`src/rtl/aux_ctrl_pkg.sv`:
```
// Shared definitions for the aux CPLD select-register sequencer:
// select-word layout, sequencer state encoding and word-source tag.
package aux_ctrl_pkg;

    localparam int SEL_W    = 8;
    localparam int LAB_LSB  = 0;
    localparam int LAB_W    = 4;
    localparam int ASEL_LSB = 4;
    localparam int ASEL_W   = 3;
    localparam int BIST_BIT = 7;

    localparam logic [ASEL_W-1:0] ANALOG_PASSTHROUGH = 3'b100;

    // Sequencer states; the SHIFT_LO/SHIFT_HI phases live inside the serializer.
    localparam logic [1:0] ST_IDLE  = 2'd0;
    localparam logic [1:0] ST_SHIFT = 2'd1;
    localparam logic [1:0] ST_DONE  = 2'd2;
    localparam logic [1:0] ST_DWELL = 2'd3;

    typedef enum logic {
        SRC_HOST = 1'b0,
        SRC_SCAN = 1'b1
    } word_src_e;

    function automatic logic [SEL_W-1:0] make_sel(input logic bist,
                                                  input logic [ASEL_W-1:0] asel,
                                                  input logic [LAB_W-1:0] lab);
        logic [SEL_W-1:0] w;
        w                        = '0;
        w[LAB_LSB +: LAB_W]      = lab;
        w[ASEL_LSB +: ASEL_W]    = asel;
        w[BIST_BIT]              = bist;
        return w;
    endfunction

endpackage

```
`src/rtl/aux_ctrl_sequencer_if.sv`:
```
// Host write handshake into the aux CPLD select sequencer.
interface aux_ctrl_sequencer_if;

    logic       wr_valid_i;
    logic [7:0] wr_data_i;
    logic       wr_ready_o;

    modport master (output wr_valid_i, output wr_data_i, input wr_ready_o);
    modport slave  (input wr_valid_i, input wr_data_i, output wr_ready_o);

endinterface

```
`src/rtl/aux_ctrl_serializer.sv`:
```
// 8-bit LSB-first shifter driving CTRL_CLK/CTRL_DATA with a CLKDIV-cycle
// half-period; start loads a word, done marks the last high-phase cycle.
module aux_ctrl_serializer #(
    parameter int CLKDIV = 4
) (
    input  logic       CLK,
    input  logic       RST_N,
    input  logic       start,
    input  logic [7:0] word,
    output logic       ctrl_clk,
    output logic       ctrl_data,
    output logic       done
);

    localparam int TW = (CLKDIV > 1) ? $clog2(CLKDIV) : 1;

    logic          active;
    logic          phase_hi;
    logic [2:0]    bit_idx;
    logic [TW-1:0] timer;
    logic [7:0]    shreg;
    logic          half_end;

    assign half_end  = (timer == TW'(CLKDIV - 1));
    assign done      = active && phase_hi && half_end && (bit_idx == 3'd7);
    assign ctrl_clk  = phase_hi;
    assign ctrl_data = shreg[0];

    // NOTE: every flop here is async-reset so CTRL_CLK drops the moment RST_N asserts.
    always_ff @(posedge CLK or negedge RST_N) begin
        if (!RST_N) begin
            active   <= 1'b0;
            phase_hi <= 1'b0;
            bit_idx  <= '0;
            timer    <= '0;
            shreg    <= '0;
        end else if (start) begin
            active   <= 1'b1;
            phase_hi <= 1'b0;
            bit_idx  <= '0;
            timer    <= '0;
            shreg    <= word;
        end else if (active) begin
            if (!half_end) begin
                timer <= timer + TW'(1);
            end else begin
                timer <= '0;
                if (!phase_hi) begin
                    phase_hi <= 1'b1;
                end else begin
                    phase_hi <= 1'b0;
                    // Data only moves at the end of a high phase, so it is stable while CTRL_CLK is high.
                    if (bit_idx == 3'd7) begin
                        active <= 1'b0;
                        shreg  <= '0;
                    end else begin
                        bit_idx <= bit_idx + 3'd1;
                        shreg   <= shreg >> 1;
                    end
                end
            end
        end
    end

endmodule

```
`src/rtl/aux_ctrl_sequencer.sv`:
```
// Arbitrates host writes and the autonomous MONTIMING LAB scan onto the CPLD
// select shift register, and keeps a shadow of the word the CPLD holds.
module aux_ctrl_sequencer
    import aux_ctrl_pkg::*;
#(
    parameter int CLKDIV  = 4,
    parameter int DWELL_W = 16,
    parameter int NUM_LAB = 12
) (
    input  logic               CLK,
    input  logic               RST_N,
    aux_ctrl_sequencer_if.slave host,
    input  logic               scan_en_i,
    input  logic [DWELL_W-1:0] dwell_i,
    output logic               CTRL_CLK,
    output logic               CTRL_DATA,
    output logic               busy_o,
    output logic [7:0]         cur_sel_o,
    output logic               scan_wrap_o
);

    logic [1:0]         state;
    word_src_e          src;
    logic [3:0]         scan_idx;
    logic [DWELL_W-1:0] dwell_cnt;
    logic [7:0]         word_q;
    logic [7:0]         start_word;
    logic               ser_start;
    logic               ser_done;

    // IDLE is only ever entered with the dwell counter at zero, so scan may go at once.
    assign ser_start       = (state == ST_IDLE) && (host.wr_valid_i || scan_en_i);
    assign host.wr_ready_o = (state == ST_IDLE) && host.wr_valid_i;
    assign start_word      = host.wr_valid_i ? host.wr_data_i
                                             : make_sel(1'b0, '0, scan_idx);
    assign busy_o          = (state == ST_SHIFT) || (state == ST_DONE);

    aux_ctrl_serializer #(.CLKDIV(CLKDIV)) u_ser (
        .CLK       (CLK),
        .RST_N     (RST_N),
        .start     (ser_start),
        .word      (start_word),
        .ctrl_clk  (CTRL_CLK),
        .ctrl_data (CTRL_DATA),
        .done      (ser_done)
    );

    always_ff @(posedge CLK or negedge RST_N) begin
        if (!RST_N) begin
            state       <= ST_IDLE;
            src         <= SRC_HOST;
            scan_idx    <= '0;
            dwell_cnt   <= '0;
            word_q      <= '0;
            cur_sel_o   <= '0;
            scan_wrap_o <= 1'b0;
        end else begin
            scan_wrap_o <= 1'b0;
            case (state)
                ST_IDLE: begin
                    if (ser_start) begin
                        state  <= ST_SHIFT;
                        word_q <= start_word;
                        src    <= host.wr_valid_i ? SRC_HOST : SRC_SCAN;
                    end
                end
                ST_SHIFT: begin
                    if (ser_done) state <= ST_DONE;
                end
                ST_DONE: begin
                    cur_sel_o <= word_q;
                    state     <= ST_IDLE;
                    if (src == SRC_SCAN) begin
                        if (scan_idx == 4'(NUM_LAB - 1)) begin
                            scan_idx    <= '0;
                            scan_wrap_o <= 1'b1;
                        end else begin
                            scan_idx <= scan_idx + 4'd1;
                        end
                        // A zero dwell skips DWELL entirely: one IDLE cycle between scan words.
                        if (scan_en_i && (dwell_i != '0)) begin
                            dwell_cnt <= dwell_i;
                            state     <= ST_DWELL;
                        end
                    end
                end
                ST_DWELL: begin
                    if (host.wr_valid_i || !scan_en_i || (dwell_cnt == DWELL_W'(1))) begin
                        dwell_cnt <= '0;
                        state     <= ST_IDLE;
                    end else begin
                        dwell_cnt <= dwell_cnt - DWELL_W'(1);
                    end
                end
                default: state <= ST_IDLE;
            endcase
        end
    end

endmodule

```
`src/flat_wrapper.sv`:
```
// flat-port wrapper written by rule: the top's interface ports become plain ports
module aux_ctrl_sequencer_flat import aux_ctrl_pkg::*;
#(
    parameter int CLKDIV  = 4,
    parameter int DWELL_W = 16,
    parameter int NUM_LAB = 12
)
  (CLK, RST_N, scan_en_i, dwell_i, CTRL_CLK, CTRL_DATA, busy_o, cur_sel_o, scan_wrap_o, host_wr_valid_i, host_wr_data_i, host_wr_ready_o);
  aux_ctrl_sequencer_if host_i ();
  input  logic CLK;
  input  logic RST_N;
  input  logic scan_en_i;
  input  logic [DWELL_W-1:0] dwell_i;
  output logic CTRL_CLK;
  output logic CTRL_DATA;
  output logic busy_o;
  output logic [7:0] cur_sel_o;
  output logic scan_wrap_o;
  input wire logic [$bits(host_i.wr_valid_i)-1:0] host_wr_valid_i;
  input wire logic [$bits(host_i.wr_data_i)-1:0] host_wr_data_i;
  output wire logic [$bits(host_i.wr_ready_o)-1:0] host_wr_ready_o;
  assign host_i.wr_valid_i = host_wr_valid_i;
  assign host_i.wr_data_i = host_wr_data_i;
  assign host_wr_ready_o = host_i.wr_ready_o;
  aux_ctrl_sequencer #(.CLKDIV(CLKDIV), .DWELL_W(DWELL_W), .NUM_LAB(NUM_LAB)) u_core (.CLK(CLK), .RST_N(RST_N), .host(host_i), .scan_en_i(scan_en_i), .dwell_i(dwell_i), .CTRL_CLK(CTRL_CLK), .CTRL_DATA(CTRL_DATA), .busy_o(busy_o), .cur_sel_o(cur_sel_o), .scan_wrap_o(scan_wrap_o));
endmodule
```
`config.mk`:
```
export PLATFORM = sky130hd
export DESIGN_NAME = aux_ctrl_sequencer_flat
export DESIGN_NICKNAME = d
export VERILOG_FILES = /design/src/rtl/aux_ctrl_pkg.sv /design/src/rtl/aux_ctrl_sequencer_if.sv /design/src/rtl/aux_ctrl_serializer.sv /design/src/rtl/aux_ctrl_sequencer.sv /design/src/flat_wrapper.sv
export SDC_FILE = /design/constraint.sdc
export NUM_CORES = 1
export LEC_CHECK = 0
export ABC_AREA = 1
export ABC_CLOCK_PERIOD_IN_PS = 1700
export CELL_PAD_IN_SITES_DETAIL_PLACEMENT = 1
export CELL_PAD_IN_SITES_GLOBAL_PLACEMENT = 2
export CORE_ASPECT_RATIO = 1.4
export CORE_MARGIN = 1
export CORE_UTILIZATION = 32
export DETAILED_ROUTE_END_ITERATION = 10
export GPL_TIMING_DRIVEN = 0
export PLACE_DENSITY = 0.9
export SYNTH_ARGS = -nofsm -noshare
export SYNTH_HDL_FRONTEND = slang
export SYNTH_SLANG_ARGS = --single-unit
```
`constraint.sdc`:
```
create_clock -name CLK -period 1.7 [get_ports CLK]
set_input_delay 0.17 -clock CLK [delete_from_list [all_inputs] [get_ports CLK]]
set_output_delay 0.17 -clock CLK [all_outputs]
set_load 0.005 [all_outputs]
```
==> results of run 1 <==
## how the worst min path moves through the flow
| stage | cells after the start | slack, ps | to |
|---|---|---|---|
| finish | 5 | 300 | u_core.word_q[0] |
| global route | 4 | 330 | u_core.src |
| CTS | 4 | 280 | u_core.src |
| detailed placement | 1 | 170 | u_core.dwell_cnt[3] |
| global placement | 1 | 460 | u_core.u_ser.bit_idx[0] |
| floorplan | 0 | -130 | u_core.cur_sel_o[0] |
## what timing repair did
| action | 4_1_cts | 5_1_grt |
|---|---|---|
| setup buffers | 5 | 9 |
| gates cloned | 1 | 1 |
| endpoints found under the hold margin | 17 | 0 |
| endpoints found under the setup margin | 34 | 34 |
| pin swaps | 0 | 10 |
| hold buffers | 1 | 0 |
| gates resized for setup | 21 | 31 |
## cells in the mapped netlist
library cell / count
ha_1: 11
nand2_1: 120
a21oi_4: 1
xor2_1: 3
buf_4: 2
nand2_4: 1
nor3_1: 2
o22ai_1: 1
nor2_4: 4
nand3_1: 28
a21boi_0: 3
o21ai_0: 32
nand2_2: 5
nand3b_1: 3
nor2_2: 3
or2_1: 1
nand4_1: 5
a21oi_1: 16
nor2_1: 51
inv_1: 44
dfrtp_1: 55
buf_6: 1
inv_2: 1
buf_2: 5
nor3_2: 1
xnor2_1: 2
clkbuf_1: 3
o21ai_1: 8
## stage by stage
stage / setup slack, ps / cell area, um2 / util
floorplan: 117.0 / 3083 / -
global placement: -1407 / 3611 / 0.3839
detailed placement: -175.3 / 3626 / 0.3855
CTS: 1.149 / 3887 / 0.4133
global route: -27.32 / 4055 / 0.4311
finish: 66.04 / 4055 / 0.4311
## placed cells by master (no fill, tap or decap), drive strengths merged
cell type,count
xor2,3
a21oi,17
dfrtp,55
clkdlybuf4s50,36
or2,1
ha,11
nand2,126
nand4,5
a21boi,3
dlygate4sd2,2
nor2,58
nand3b,3
dlygate4sd3,1
o21ai,40
clkinvlp,1
bufinv,1
xnor2,2
nand3,28
clkbuf,9
o22ai,1
nor3,3
inv,46
buf,25
## sequential cells by signal, indices dropped and copies added, names as in the netlist, 2 cells and up
signal	count
u_core.dwell_cnt	16
u_core.u_ser.bit_idx	3
u_core.state	2
u_core.cur_sel_o	8
u_core.word_q	8
u_core.scan_idx	4
u_core.u_ser.timer	2
u_core.u_ser.shreg	8
## critical path: stages (launching register included)
cell and delay [ps]:
dfrtp_1 410, inv_2 90, buf_4 110, ha_1 200, nand2_2 130, nor2_4 200, nand3b_1 130, a21oi_2 160
nor2_1 60, nor2_1 90
## layout make-up
class                      count  area, um2  area share
clock buffer                   5      125.1     0.03085
buffer                        11      88.84     0.02191
multi-input combinational    301       1569      0.3869
inverter                      45      173.9     0.04289
tap                          110      137.6     0.03394
clock inverter                 3      46.29     0.01142
timing repair buffer          57      536.8      0.1324
sequential                    55       1378      0.3397
## report_power, final
part / switching, mW / leakage [nW] / internal, mW
Sequential: 0 / 0.700 / 1.31
Combinational: 0.0655 / 1.26 / 0.0726
Clock: 0.514 / 0.0804 / 0.702
Total: 0.580 / 2.04 / 2.08
## cells by family after synthesis
| kind of cell | Yosys count |
|---|---|
| adders and majority gates | 11 |
| AOI/OAI and AO/OA | 61 |
| xor gates and xnor gates | 5 |
| DFF | 55 |
| and+or+nand+nor | 224 |
| buffers and inverters | 56 |
## routing by layer
metal  up-vias  track usage  part of all wire
li1       1435            -                 -
met1      1422       0.1995              0.39
met2        37       0.3735              0.57
met3         5      0.02723             0.026
met4         0      0.05297            0.0099
met5         -            0                 0
==> flow_summary.toml, run 1 <==
[worst_setup_path]
endpoint_kind = "flop"
startpoint = "u_core.dwell_cnt[1]"
critPathRequiredTime_ps = 1940
r2r_end = "u_core.dwell_cnt[8]"
worstSetupEndpoint = "u_core.dwell_cnt[8]"
r2r-start = "u_core.dwell_cnt[1]"
crit_type = "flop to flop"
ff2ff_path_depth = 9
r2r_setup_slack_ps = 70
crit_arrival_ps = 1870
startpoint_type = "flop"
crit_fanout = 6

[logic_synthesis]
syn_nets = 451
yosysWarnings = 0
synth.avg_cell_area_um2 = 7.483
postSynthCellCount = 412
synth.area.mux_share = 0
synth.cell_area_mm2 = 0.003083
synth-simple-area-share = 0.3141
synth_xor_area_frac = 0.01420
synth_area_leaders = "dfrtp_1, nand2_1, nor2_1"
synth_seq_cells = 55
synth-compound-area-share = 0.1055
synth_top_family_by_area = "simple AND/OR/NAND/NOR gates"
yosysTopAreaCell = "dfrtp_1"
yosysTopAreaCellShare = 0.4464
synth.distinct_cells = 28
seq_area_frac_synth = 0.4464
synthAdderAreaFrac = 0.04464

[placed_design]
post-place-cells = 562
dp_hpwl_um = 6464
io_buffers = 39
gp_congestion = 0.7783

[global_routing]
antenna_found_initial = 0
grt_pass1_wl_um = 14700
grt-ovfl-total = 0
gr-usage-all-layers = 0.1881
grt_pass1_vias = 3084
grt_max_degree = 39

[sta]
hold_violations = 0
min_period_over_period = 0.9612
setup_tns_ps = 0
slew_headroom = 0.6645
tightest_slew_ps = 503.2
slew_violations = 0
clock_skew_ps = 1.734
rsz0062_at_grt = "true"
setup_viol = 0
max_freq_mhz = 612.0
timing.hold.ws_ps = 299.6
fin_crit_ps = 1634

[outcome]
violations = "design-rule violations"
status = "complete, but fails checks"

[die]
rows = 42
die_h_um = 118.1
core_mm2 = 0.009407
start_util = 0.3277
die_x_um = 84.96
fp.dieArea_mm2 = 0.01004
ioPinCount = 41

[run]
max_cap_violations = 0

[power]
power_mw = 2.661
vdd_drop_max_uv = 484.1
cellLeakagePower_nw = 2.045
power_density_mw_per_mm2 = 656.1

[finish]
num_antenna_cells = 0
area_growth_pct = 31.53
drive_gt1_frac = 0.1488
nNetsFinal = 515
n_fill_cell = 1130
fin_cells = 587

[detailed_routing]
drt_iter0_drc = 90
avgViaCountPerCell = 4.939
ant_nets = 0
drt-wirelength-per-cell_um = 15.34
firstDrtPassIters = 9
drc = 4
wl_um = 9002
vias = 2899

[cts]
cts-root-buf = "clkbuf_16"
path_clk_slew_ps = 70
ctsHtreeMaxLevel = 2
clock_sinks = 55
cts_buffers = 5
clk-insertion-delay-late_ps = 300
clk_path_buf_depth = 2
cts_tree = "yes"

[worst_hold_path]
holdCritStartpoint = "host_wr_valid_i"
hold_path_class = "primary input to flop"
No activity file was read; power rests on OpenSTA's default activity.
==> run 2, diff against run 1 <==
PLACE_DENSITY = 0.82   (was 0.9)
==> flow_summary.toml, run 2 (same netlist as run 1, synthesis figures left out) <==
[sta]
slew_violations = 0
setup_tns_ps = 0
clock_skew_ps = 3.545
hold_violations = 0
min_period_over_period = 0.9685
timing.hold.ws_ps = 297.9
finalWorstSetupSlack_ps = 53.57
tightest_slew_ps = 720.5
rsz0062_at_grt = "true"
fin_crit_ps = 1646
max_freq_mhz = 607.4
setup_viol = 0
slew_headroom = 0.5197

[power]
swShare = 0.2197
pwr-share-clk = 0.460
intPower_mw = 2.084
power_density_mw_per_mm2 = 658.2
p_comb_frac = 0.051
vdd_drop_max_uv = 397.9
cellLeakagePower_nw = 2.062
seqPwrFrac = 0.489
p_sw_mw = 0.5868

[detailed_routing]
wl_um = 9183
drc = 2
ant_nets = 0
drt-wirelength-per-cell_um = 15.67
avgViaCountPerCell = 4.852
drt_iter0_drc = 86
vias = 2843
firstDrtPassIters = 9

[global_routing]
gr-usage-all-layers = 0.1954
grt_pass1_wl_um = 14990
antenna_found_initial = 0
grt-ovfl-total = 0
grt_max_degree = 29
grt_pass1_vias = 3003

[finish]
nNetsFinal = 514
area_growth_pct = 31.62
postLayoutCoreUtil = 0.4314
drive_gt1_frac = 0.1471
layout.cells.most_common = "nand2_1"
largest_reg_flops = 16
top_register = "u_core.dwell_cnt"
num_antenna_cells = 0
final_cell_mix = "nand2_1, dfrtp_1, nor2_1"

[cts]
cts_buffers = 5
clk-insertion-delay-late_ps = 300
ctsHtreeMaxLevel = 2
cts_tree = "yes"
clock_sinks = 55
cts-root-buf = "clkbuf_16"
path_clk_slew_ps = 80
clk_path_buf_depth = 2

[worst_setup_path]
ff2ff_path_depth = 9
r2r-start = "u_core.state[0]"
r2r_end = "u_core.dwell_cnt[7]"
crit_type = "flop to flop"
slowest_stage = "dfrtp_1"
crit_family = "simple AND/OR/NAND/NOR gates"
cpMostUsedCell = "nor2_1"
startpoint_type = "flop"
crit_chain = "buf_4 -> ha_1 -> inv_2 -> or2_4 -> nand2_4 -> buf_6 -> nand2_1 -> nor2_1 -> nor2_1"
r2r_setup_slack_ps = 50
crit_buf_inv = 3
cpPeakStageDelay_ps = 410
crit_arrival_ps = 1840
critPathRequiredTime_ps = 1900
endpoint_kind = "flop"
crit_fanout = 8

[placed_design]
dp_hpwl_um = 6576
io_buffers = 39
pre_cts_ws_ps = -209.5
gp_congestion = 0.7782

[outcome]
violations = "design-rule violations"
status = "complete, but fails checks"

[worst_hold_path]
hold_path_class = "primary input to flop"
holdPathStages = 4
holdPathEnd = "u_core.src"
holdCritStartpoint = "host_wr_valid_i"

[die]
rows = 42
ioPinCount = 41
start_util = 0.3277
core_mm2 = 0.009407
fp.dieArea_mm2 = 0.01004
die_h_um = 118.1
die_x_um = 84.96

[run]
max_cap_violations = 0
==> run 2: cell types whose count changed in the layout (fill, tap and decap cells not counted), moves of 2 or more <==
cell | previous run | this run
nor2_2 | 4 | 2
inv_4 | 2 | 0
nor2_1 | 47 | 49
inv_2 | 4 | 6
nand2_2 | 3 | 5
clkinv_4 | 0 | 2
==> run 2: layer usage <==
metal  share of wire  up-vias  GRT usage
li1                -     1435          -
met1            0.38     1358     0.2127
met2            0.58       38     0.3841
met3           0.024       12    0.02654
met4           0.016        0    0.05297
met5               0        -          0
==> run 2: power by group through the flow <==
stage          Clock (mW)  Combinational [mW]  Sequential, mW
2_1_floorplan           0              0.0287            1.33
5_1_grt              1.30               0.153            1.31
6_report             1.23               0.136            1.31
4_1_cts              1.27               0.139            1.31
3_5_place_dp            0               0.136            1.33
3_3_place_gp            0               0.130            1.33
==> run 2: layout make-up <==
type / instances / area (um2)
Buffer: 10 / 92.59
Clock buffer: 5 / 125.1
Clock inverter: 3 / 47.55
Fill cell: 1160 / 5349
Inverter: 45 / 173.9
Multi-Input combinational cell: 301 / 1554
Sequential cell: 55 / 1378
Tap cell: 110 / 137.6
Timing Repair Buffer: 57 / 549.3
==> run 2: metrics by stage <==
| stage | instances | total power, mW | area (um2) |
|---|---|---|---|
| final | 586 | 2.671 | 4058 |
| after global routing | 586 | 2.764 | 4058 |
| after CTS | 580 | 2.715 | 3908 |
| after detailed placement | 562 | 1.469 | 3626 |
| after global placement | 561 | 1.463 | 3611 |
| after floorplan | 412 | 1.362 | 3083 |
==> run 2: worst max-delay path by stage <==
| stage | slack (ps) | cells past startpoint | from | endpoint |
|---|---|---|---|---|
| floorplan | 120 | 9 | u_core.state[0] | u_core.dwell_cnt[7] |
| global placement | -1430 | 1 | RST_N | u_core.state[1] |
| detailed placement | -210 | 11 | u_core.state[0] | u_core.dwell_cnt[7] |
| CTS | 30 | 7 | u_core.state[0] | u_core.dwell_cnt[13] |
| global route | -50 | 11 | u_core.state[0] | u_core.dwell_cnt[10] |
| finish | 50 | 9 | u_core.state[0] | u_core.dwell_cnt[7] |
==> run 2: what timing repair did <==
item	in CTS	in global routing
cloned	1	0
pin swaps	0	1
hold buffers	1	0
setup endpoints to repair	32	41
endpoints found under the hold margin	27	0
gates resized for setup	17	35
buffers inserted	8	7
==> run 2: worst reg2reg max path, cell delays in order (launching register included) <==
cell and delay, ps:
dfrtp_1 410, buf_4 130, ha_1 180, inv_2 110, or2_4 300, nand2_4 100, buf_6 130, nand2_1 50
nor2_1 100, nor2_1 50
==> run 3, diff against run 2 <==
CORE_UTILIZATION = 33   (was 32)
CTS_BUF_LIST = sky130_fd_sc_hd__clkbuf_4   (was unset)
PLACE_DENSITY = 0.85   (was 0.82)
TNS_END_PERCENT = 20   (was unset)
==> flow_summary.toml, run 3 (same netlist as run 1, synthesis figures left out) <==
[power]
intPower_mw = 1.552
power_density_mw_per_mm2 = 538.1
cellLeakagePower_nw = 1.972
power_mw = 2.068
seqPwrFrac = 0.633
vdd_drop_max_uv = 510.6
swShare = 0.2495
p_sw_mw = 0.5160
p_comb_frac = 0.065
pwr-share-clk = 0.302

[cts]
clock_sinks = 55
clk_path_buf_depth = 2
cts_buffers = 5
path_clk_slew_ps = 170
cts-root-buf = "clkbuf_4"
cts_tree = "yes"
ctsHtreeMaxLevel = 2
clk-insertion-delay-late_ps = 390

[placed_design]
io_buffers = 39
dp_hpwl_um = 6580
pre_cts_ws_ps = -217.2
gp_congestion = 0.7745

[finish]
final_cell_mix = "nand2_1, dfrtp_1, nor2_1"
num_antenna_cells = 0
drive_gt1_frac = 0.1213
top_register = "u_core.dwell_cnt"
largest_reg_flops = 16
postLayoutCoreUtil = 0.4257
n_fill_cell = 1130
layout.cells.most_common = "nand2_1"
nNetsFinal = 508
area_growth_pct = 24.68

[sta]
hold_violations = 0
slew_headroom = 0.4890
min_period_over_period = 0.9618
setup_viol = 0
max_freq_mhz = 611.6
fin_crit_ps = 1635
clock_skew_ps = 8.664
timing.hold.ws_ps = 152.8
setup_tns_ps = 0
finalWorstSetupSlack_ps = 64.91
slew_violations = 0
tightest_slew_ps = 766.5
rsz0062_at_grt = "true"

[detailed_routing]
vias = 2820
drt_iter0_drc = 128
avgViaCountPerCell = 4.887
wl_um = 8609
firstDrtPassIters = 4
ant_nets = 0
drc = 0
drt-wirelength-per-cell_um = 14.92

[die]
ioPinCount = 41
rows = 41
die_h_um = 116.4
core_mm2 = 0.009029
start_util = 0.3415
die_x_um = 83.69
fp.dieArea_mm2 = 0.009739

[worst_setup_path]
critPathRequiredTime_ps = 2000
cpPeakStageDelay_ps = 430
cpMostUsedCell = "buf_6"
startpoint_type = "flop"
slowest_stage = "dfrtp_1"
ff2ff_path_depth = 7
crit_chain = "buf_4 -> ha_2 -> buf_6 -> or2_4 -> buf_6 -> a21boi_0 -> a21oi_1"
crit_fanout = 10
crit_arrival_ps = 1930
crit_type = "flop to flop"
crit_family = "buffers and inverters"
crit_buf_inv = 3
endpoint_kind = "flop"
critical_path_depth = 7

[worst_hold_path]
hold_path_class = "primary input to flop"
holdPathStages = 4

[outcome]
status = "completed"

[global_routing]
antenna_found_initial = 0
grt_pass1_wl_um = 14830
grt_pass1_vias = 3075
grt_max_degree = 32
grt-ovfl-total = 0
gr-usage-all-layers = 0.1951

[run]
max_cap_violations = 0
-- run 3: cell count changes in the layout (fill, tap and decap cells not counted), sizes merged --
cell,delta
dlygate4sd2,-1
bufinv,-1
buf,-9
clkbuf,+4
inv,+1
-- run 3: what timing repair did --
action | CTS | global route
endpoints found under the hold margin | 30 | 0
pin swaps | 0 | 3
hold buffers | 1 | 0
buffers inserted | 3 | 5
cloned | 1 | 0
endpoints found under the setup margin | 36 | 29
resized for setup | 23 | 13
-- run 3: worst paths after layout --
kind,to,start,slack (ps)
setup reg to reg,u_core.dwell_cnt[13],u_core.state[1],60
hold reg to reg,u_core.u_ser.shreg[2],u_core.u_ser.shreg[2],530
min in group asynchronous,u_core.dwell_cnt[7],RST_N,360
hold / removal,u_core.src,host_wr_valid_i,150
setup / recovery,u_core.dwell_cnt[13],u_core.state[1],60
max in group asynchronous,u_core.state[0],RST_N,720
-- run 3: cell type report --
| type | instances | area, um2 | share of cell area |
|---|---|---|---|
| Sequential cell | 55 | 1376 | 0.3581 |
| Buffer | 11 | 91.34 | 0.02376 |
| Tap cell | 107 | 133.9 | 0.03483 |
| Clock inverter | 3 | 23.77 | 0.006185 |
| Clock buffer | 5 | 37.54 | 0.009766 |
| Multi-Input combinational cell | 301 | 1533 | 0.3988 |
| Inverter | 45 | 173.9 | 0.04525 |
| Timing Repair Buffer | 50 | 474.2 | 0.1234 |
-- run 3: per-layer routing --
layer	wire length [um]	part of all wire	track usage
met3	191	0.022	0.02615
met1	3414	0.40	0.2070
met2	4758	0.55	0.3897
met4	244	0.028	0.07345
met5	0	0	0
-- run 3: per-stage QoR --
step	instance area, um2	cells
after floorplan	3083	412
after global placement	3607	558
after detailed placement	3622	559
after CTS	3776	572
after global routing	3844	577
final	3844	577
-- run 3: power groups by stage --
stage	clock, mW	sequential, mW	combinational (mW)
after floorplan	0	1.33	0.0287
after global placement	0	1.33	0.130
after detailed placement	0	1.33	0.136
after CTS	0.662	1.31	0.139
after global routing	0.705	1.31	0.151
final	0.624	1.31	0.135
-- run 3: tightest hold or removal path, cell delays in order --
cell and delay, ps:
buf_4 130, nand2_2 90, o21ai_0 80, inv_1 50
